===== config.mk =====
export PLATFORM = sky130hd
export DESIGN_NAME = id_ex_stage
export DESIGN_NICKNAME = d
export VERILOG_FILES = /design/src/rtl/riscv_pkg.sv /design/src/rtl/fwd_mux.sv /design/src/rtl/id_ex_stage.sv
export SDC_FILE = /design/constraint.sdc
export NUM_CORES = 1
export LEC_CHECK = 0
export BUFFER_PORTS_ARGS = -buffer_cell sky130_fd_sc_hd__clkbuf_2
export CAP_MARGIN = 5
export CORE_MARGIN = 2
export CORE_UTILIZATION = 47
export CTS_BUF_LIST = sky130_fd_sc_hd__clkbuf_4 sky130_fd_sc_hd__clkbuf_8
export DETAILED_ROUTE_END_ITERATION = 12
export PLACE_DENSITY = 0.78
export SLEW_MARGIN = 10
export SYNTH_ARGS = -nofsm -noshare
export SYNTH_HDL_FRONTEND = slang
export SYNTH_HIERARCHICAL = 1
export SYNTH_SLANG_ARGS = --single-unit
export TNS_END_PERCENT = 5

===== constraint.sdc =====
create_clock -name clk -period 2.2 [get_ports clk]
set_input_delay 0.33 -clock clk [delete_from_list [all_inputs] [get_ports clk]]
set_output_delay 0.33 -clock clk [all_outputs]
set_load 0.02 [all_outputs]

===== src/rtl/riscv_pkg.sv =====
// Shared RISC-V core types: ALU op codes, datapath widths and the
// EX-stage control bundle carried from decode into execute.
package riscv_pkg;

    localparam int XLEN = 32;
    localparam int RA_W = 5;

    localparam logic [3:0] ALU_AND = 4'b0011;
    localparam logic [3:0] ALU_OR  = 4'b0001;
    localparam logic [3:0] ALU_ADD = 4'b0010;
    localparam logic [3:0] ALU_SUB = 4'b0100;

    typedef struct packed {
        logic       reg_write;
        logic       mem_read;
        logic       mem_write;
        logic       branch;
        logic       alu_src;
        logic [3:0] alu_control;
    } ex_ctrl_t;

endpackage


===== src/rtl/fwd_mux.sv =====
// Operand bypass select: EX/MEM result, then MEM/WB result, then the
// registered register-file value. x0 is never bypassed.
module fwd_mux #(
    parameter int XLEN = 32,
    parameter int RA_W = 5
) (
    input  logic [RA_W-1:0] rs,
    input  logic [XLEN-1:0] reg_data,
    input  logic            exmem_reg_write,
    input  logic [RA_W-1:0] exmem_rd,
    input  logic [XLEN-1:0] exmem_result,
    input  logic            memwb_reg_write,
    input  logic [RA_W-1:0] memwb_rd,
    input  logic [XLEN-1:0] memwb_result,
    output logic [XLEN-1:0] fwd_data
);

    logic ex_hit;
    logic wb_hit;

    assign ex_hit = exmem_reg_write && (exmem_rd != '0) && (exmem_rd == rs);
    // The younger EX/MEM producer shadows MEM/WB, so the select is one-hot.
    assign wb_hit = memwb_reg_write && (memwb_rd != '0) && (memwb_rd == rs)
                    && !ex_hit;

    always_comb begin
        fwd_data = reg_data;
        unique case (1'b1)
            ex_hit:  fwd_data = exmem_result;
            wb_hit:  fwd_data = memwb_result;
            default: fwd_data = reg_data;
        endcase
    end

endmodule


===== src/rtl/id_ex_stage.sv =====
// ID/EX pipeline register with operand forwarding and load-use detection.
// Define ID_EX_PERF_EN to add the bubble_count performance counter.
module id_ex_stage
    import riscv_pkg::*;
#(
    parameter int XLEN = riscv_pkg::XLEN,
    parameter int RA_W = riscv_pkg::RA_W
) (
    input  logic            clk,
    input  logic            reset,
    input  logic            id_valid,
    input  logic [XLEN-1:0] id_pc,
    input  logic [XLEN-1:0] id_rs1_data,
    input  logic [XLEN-1:0] id_rs2_data,
    input  logic [XLEN-1:0] id_imm,
    input  logic [RA_W-1:0] id_rs1,
    input  logic [RA_W-1:0] id_rs2,
    input  logic [RA_W-1:0] id_rd,
    input  logic [3:0]      id_alu_control,
    input  logic            id_alu_src,
    input  logic            id_reg_write,
    input  logic            id_mem_read,
    input  logic            id_mem_write,
    input  logic            id_branch,
    input  logic            exmem_reg_write,
    input  logic [RA_W-1:0] exmem_rd,
    input  logic [XLEN-1:0] exmem_result,
    input  logic            memwb_reg_write,
    input  logic [RA_W-1:0] memwb_rd,
    input  logic [XLEN-1:0] memwb_result,
    input  logic            stall,
    input  logic            flush,
    output logic            load_use_stall,
`ifdef ID_EX_PERF_EN
    output logic [31:0]     bubble_count,
`endif
    output logic            ex_valid,
    output logic [3:0]      ex_alu_control,
    output logic [XLEN-1:0] ex_inp1,
    output logic [XLEN-1:0] ex_inp2,
    output logic [XLEN-1:0] ex_store_data,
    output logic [XLEN-1:0] ex_pc,
    output logic [XLEN-1:0] ex_imm,
    output logic [RA_W-1:0] ex_rd,
    output logic            ex_reg_write,
    output logic            ex_mem_read,
    output logic            ex_mem_write,
    output logic            ex_branch
);

    ex_ctrl_t        ctrl;
    logic [XLEN-1:0] rs1_data;
    logic [XLEN-1:0] rs2_data;
    logic [RA_W-1:0] rs1;
    logic [RA_W-1:0] rs2;
    logic [XLEN-1:0] fwd_rs1;
    logic [XLEN-1:0] fwd_rs2;
    logic            bubble;

    assign load_use_stall = ex_valid && ctrl.mem_read && (ex_rd != '0)
                            && ((ex_rd == id_rs1) || (ex_rd == id_rs2))
                            && id_valid;

    // Stall outranks the load-use bubble; flush outranks both.
    assign bubble = flush || (!stall && load_use_stall);

    always_ff @(posedge clk) begin
        if (reset) begin
            ex_valid <= 1'b0;
            ctrl     <= '0;
            ex_pc    <= '0;
            ex_imm   <= '0;
            ex_rd    <= '0;
            rs1      <= '0;
            rs2      <= '0;
            rs1_data <= '0;
            rs2_data <= '0;
        end else if (bubble) begin
            ex_valid <= 1'b0;
            ctrl     <= '0;
        end else if (stall) begin
            // Latch bypassed operands so a retiring MEM/WB value survives.
            rs1_data <= fwd_rs1;
            rs2_data <= fwd_rs2;
        end else begin
            ex_valid         <= id_valid;
            ctrl.reg_write   <= id_reg_write && id_valid;
            ctrl.mem_read    <= id_mem_read && id_valid;
            ctrl.mem_write   <= id_mem_write && id_valid;
            ctrl.branch      <= id_branch && id_valid;
            ctrl.alu_src     <= id_alu_src;
            ctrl.alu_control <= id_alu_control;
            ex_pc            <= id_pc;
            ex_imm           <= id_imm;
            ex_rd            <= id_rd;
            rs1              <= id_rs1;
            rs2              <= id_rs2;
            rs1_data         <= id_rs1_data;
            rs2_data         <= id_rs2_data;
        end
    end

`ifdef ID_EX_PERF_EN
    always_ff @(posedge clk) begin
        if (reset) begin
            bubble_count <= '0;
        end else if (bubble) begin
            bubble_count <= bubble_count + 32'd1;
        end
    end
`endif

    fwd_mux #(.XLEN(XLEN), .RA_W(RA_W)) u_fwd_rs1 (
        .rs              (rs1),
        .reg_data        (rs1_data),
        .exmem_reg_write (exmem_reg_write),
        .exmem_rd        (exmem_rd),
        .exmem_result    (exmem_result),
        .memwb_reg_write (memwb_reg_write),
        .memwb_rd        (memwb_rd),
        .memwb_result    (memwb_result),
        .fwd_data        (fwd_rs1)
    );

    fwd_mux #(.XLEN(XLEN), .RA_W(RA_W)) u_fwd_rs2 (
        .rs              (rs2),
        .reg_data        (rs2_data),
        .exmem_reg_write (exmem_reg_write),
        .exmem_rd        (exmem_rd),
        .exmem_result    (exmem_result),
        .memwb_reg_write (memwb_reg_write),
        .memwb_rd        (memwb_rd),
        .memwb_result    (memwb_result),
        .fwd_data        (fwd_rs2)
    );

    assign ex_alu_control = ctrl.alu_control;
    assign ex_reg_write   = ctrl.reg_write;
    assign ex_mem_read    = ctrl.mem_read;
    assign ex_mem_write   = ctrl.mem_write;
    assign ex_branch      = ctrl.branch;
    assign ex_inp1        = fwd_rs1;
    assign ex_inp2        = ctrl.alu_src ? ex_imm : fwd_rs2;
    assign ex_store_data  = fwd_rs2;

endmodule


==> results.tsv <==
metric	value	unit
slew_headroom	0.488	
grtUsageMet3	0.0553	
synth_ff_type	dfxtp_1	
diodes	0	
async_flop_share	0	
cp.arrival	2.58	ns
drt-wirelength-per-cell	22.2	um
syn_nets	1397	
h-tree-depth	4	
syn_area	11000	um^2
maxSlewViolCount	0	
cp_slowest_stage_delay	0.54	ns
coreArea	23300	um^2
drive_gt1_frac	0.548	
antenna_found_initial	0	
tightest_slew	0.769	ns
cts_made_buffers	17	
fin_area	16400	um^2
track_usage	0.303	
busiest_layer	met2	
timing.final.ws_setup	-0.709	ns
worst_hold_path_type	in -> reg	
drt_iter0_drc	861	
clk_pin_slew	0.12	ns
required	1.87	ns
fmax	0.344	GHz
drv_cap	0	
worst_setup_path_start_kind	register	
violations	setup timing	
powerDensity	506	nW/um^2
cts_tree	done	
path_max_fanout	11	
synthesis.instances	1164	
instances_no_fill	1918	
start_util	0.474	
synth_warnings	6	
drt-total-wl	42600	um
max-vdd-ir-drop	0.000389	V
clock_latency	0.46	ns
skew	0.0236	ns
fin_crit_sh	1.32	
use_met2	0.534	
cp-end-kind	output port	
avgSynthCellArea	9.47	um^2
crit_path_cell_trace	xnor2_2 -> nand3_4 -> clkbuf_16 -> or4b_4 -> a31oi_4 -> mux2_4 -> clkbuf_2	
die_height	157	um
place_inst	1876	
clock_sinks	153	
worst_path_max_delay_cell	or4b_4	
synth_edf_count	0	
via_per_inst	5.87	
postRouteAntennaNets	0	
clockBufferDepth	2	
ctsHoldBuffers	0	
dr.pass1.iters	8	
grt_max_degree	63	
use_met1	0.354	
nets	1819	
rsz0062_at_grt	true	
grt_pass1_wl	58200	um
setup_viol	125	
synth_seq_cells	153	
io_buffers	407	
routabilityCongestion	0.909	
die_w	157	um
yosysSeqAreaShare	0.278	
period_minus_slack	2.91	ns
num_vias	11300	
path_class	reg -> out	
drc	0	
grt_pass1_vias	10700	
die-area	24700	um^2
overflow	0	
synth.distinct_cells	42	
ioPinCount	408	
fp-row-count	56	
p_leak	6.71	nW
place_area	14000	um^2
hold_viol	0	
cts_root_buf	clkbuf_8	
dp_hpwl	28200	um
synthToLayoutAreaGrowth	48.7	%
status	finished with violations	
-- power breakdown --
group	total, mW	leakage (nW)	internal [mW]	switching [mW]
Sequential	3.04	1.26	2.92	0.125
Combinational	2.86	5.25	1.30	1.56
Clock	2.39	0.211	1.08	1.32
Total	8.30	6.71	5.29	3.00
-- metrics by stage --
step	setup TNS [ns]	worst slack, ns	power, mW	util	hold WS (ns)
2_1_floorplan	-8.04	-0.177	4.48	-	0.432
3_3_place_gp	-45.86	-0.469	5.37	0.602	0.439
3_5_place_dp	-51.19	-0.500	5.40	0.602	0.459
4_1_cts	-60.12	-0.755	7.99	0.657	0.0637
5_1_grt	-64.59	-0.786	8.58	0.704	0.0820
6_report	-55.14	-0.709	8.30	0.704	0.0923
-- registers in the layout, indices dropped and copies added (netlist names), 4 cells and up --
| signal | count |
|---|---|
| rs1 | 5 |
| rs2 | 5 |
| ex_imm | 32 |
| rs1_data | 32 |
| ex_rd | 5 |
| ex_alu_control | 4 |
| rs2_data | 32 |
| ex_pc | 32 |
-- layout by cell type, fill, tap and decap left out, types with 5 or more instances in the layout --
cell,Yosys,final
mux2_1,6,6
nor4_2,0,25
dfxtp_2,0,11
or4b_1,52,22
nor4_4,0,13
o31ai_2,0,16
or4_4,5,5
buf_8,2,5
o31ai_1,64,33
nor2_1,70,69
nand2b_1,158,158
clkbuf_8,0,30
xnor2_1,16,10
buf_6,8,49
buf_4,17,107
nand2_1,14,12
clkbuf_2,0,317
o21ai_0,6,6
or4b_4,0,41
mux2i_1,143,143
buf_12,6,25
mux2_4,0,32
nor4_1,64,26
dfxtp_1,153,139
a31oi_4,0,42
a31oi_2,58,21
a21oi_1,10,10
clkbuf_4,6,12
nor2b_1,70,70
mux2_2,90,58
xor2_1,10,10
o31ai_4,1,16
-- cell usage after synthesis, types with 12 or more instances --
cell type,instances,area [um^2]
a31oi_2,58,726
buf_4,17,128
clkbuf_1,72,270
dfxtp_1,153,3060
mux2_2,90,1010
mux2i_1,143,1430
nand2_1,14,52.6
nand2b_1,158,988
nor2_1,70,263
nor2b_1,70,438
nor4_1,64,400
o31ai_1,64,480
or4b_1,52,521
or4b_2,12,120
xnor2_1,16,140
-- kinds of logic after synthesis --
group                  synth area share
AND/OR/NAND/NOR                   0.266
multiplexers                      0.228
AO/OA/AOI/OAI                     0.134
flip-flops                        0.278
buffers and inverters            0.0726
XOR/XNOR                         0.0207
-- timing repair --
item,CTS,global route
endpoints found under the setup margin,144,220
gates cloned,1,3
pin swaps,34,58
resized for setup,163,267
setup buffers,4,3
-- cell type report --
cell class,count,area [um^2]
Tap cell,319,399
Timing Repair Buffer,532,3860
Fill cell,1660,6880
Multi-Input combinational cell,881,8610
Clock buffer,18,241
Sequential cell,153,3090
Inverter,1,3.75
Clock inverter,14,179
-- worst paths after layout --
kind | from | end | slack (ns) | cells past startpoint
max | rs2[3] | ex_inp2[24] | -0.71 | 7
min | id_rd[1] | ex_rd[1] | 0.09 | 3
max reg2reg | rs2[3] | rs2_data[22] | -0.18 | 9
min reg2reg | ex_alu_control[3] | ex_alu_control[3] | 0.47 | 2
-- routing by layer --
metal,part of all wire,wire (um)
met1,0.38,16200
met2,0.49,21000
met3,0.078,3310
met4,0.047,2000
met5,0,0
-- critical path: cells and delay by family, from the launching register on --
family	cells	cell delay [ns]
AND/OR/NAND/NOR	2	0.71
buffers and inverters	2	0.38
XOR/XNOR	1	0.19
multiplexers	1	0.21
AO/OA/AOI/OAI	1	0.29
flip-flops	1	0.36
(Power assumes the default switching activity.)
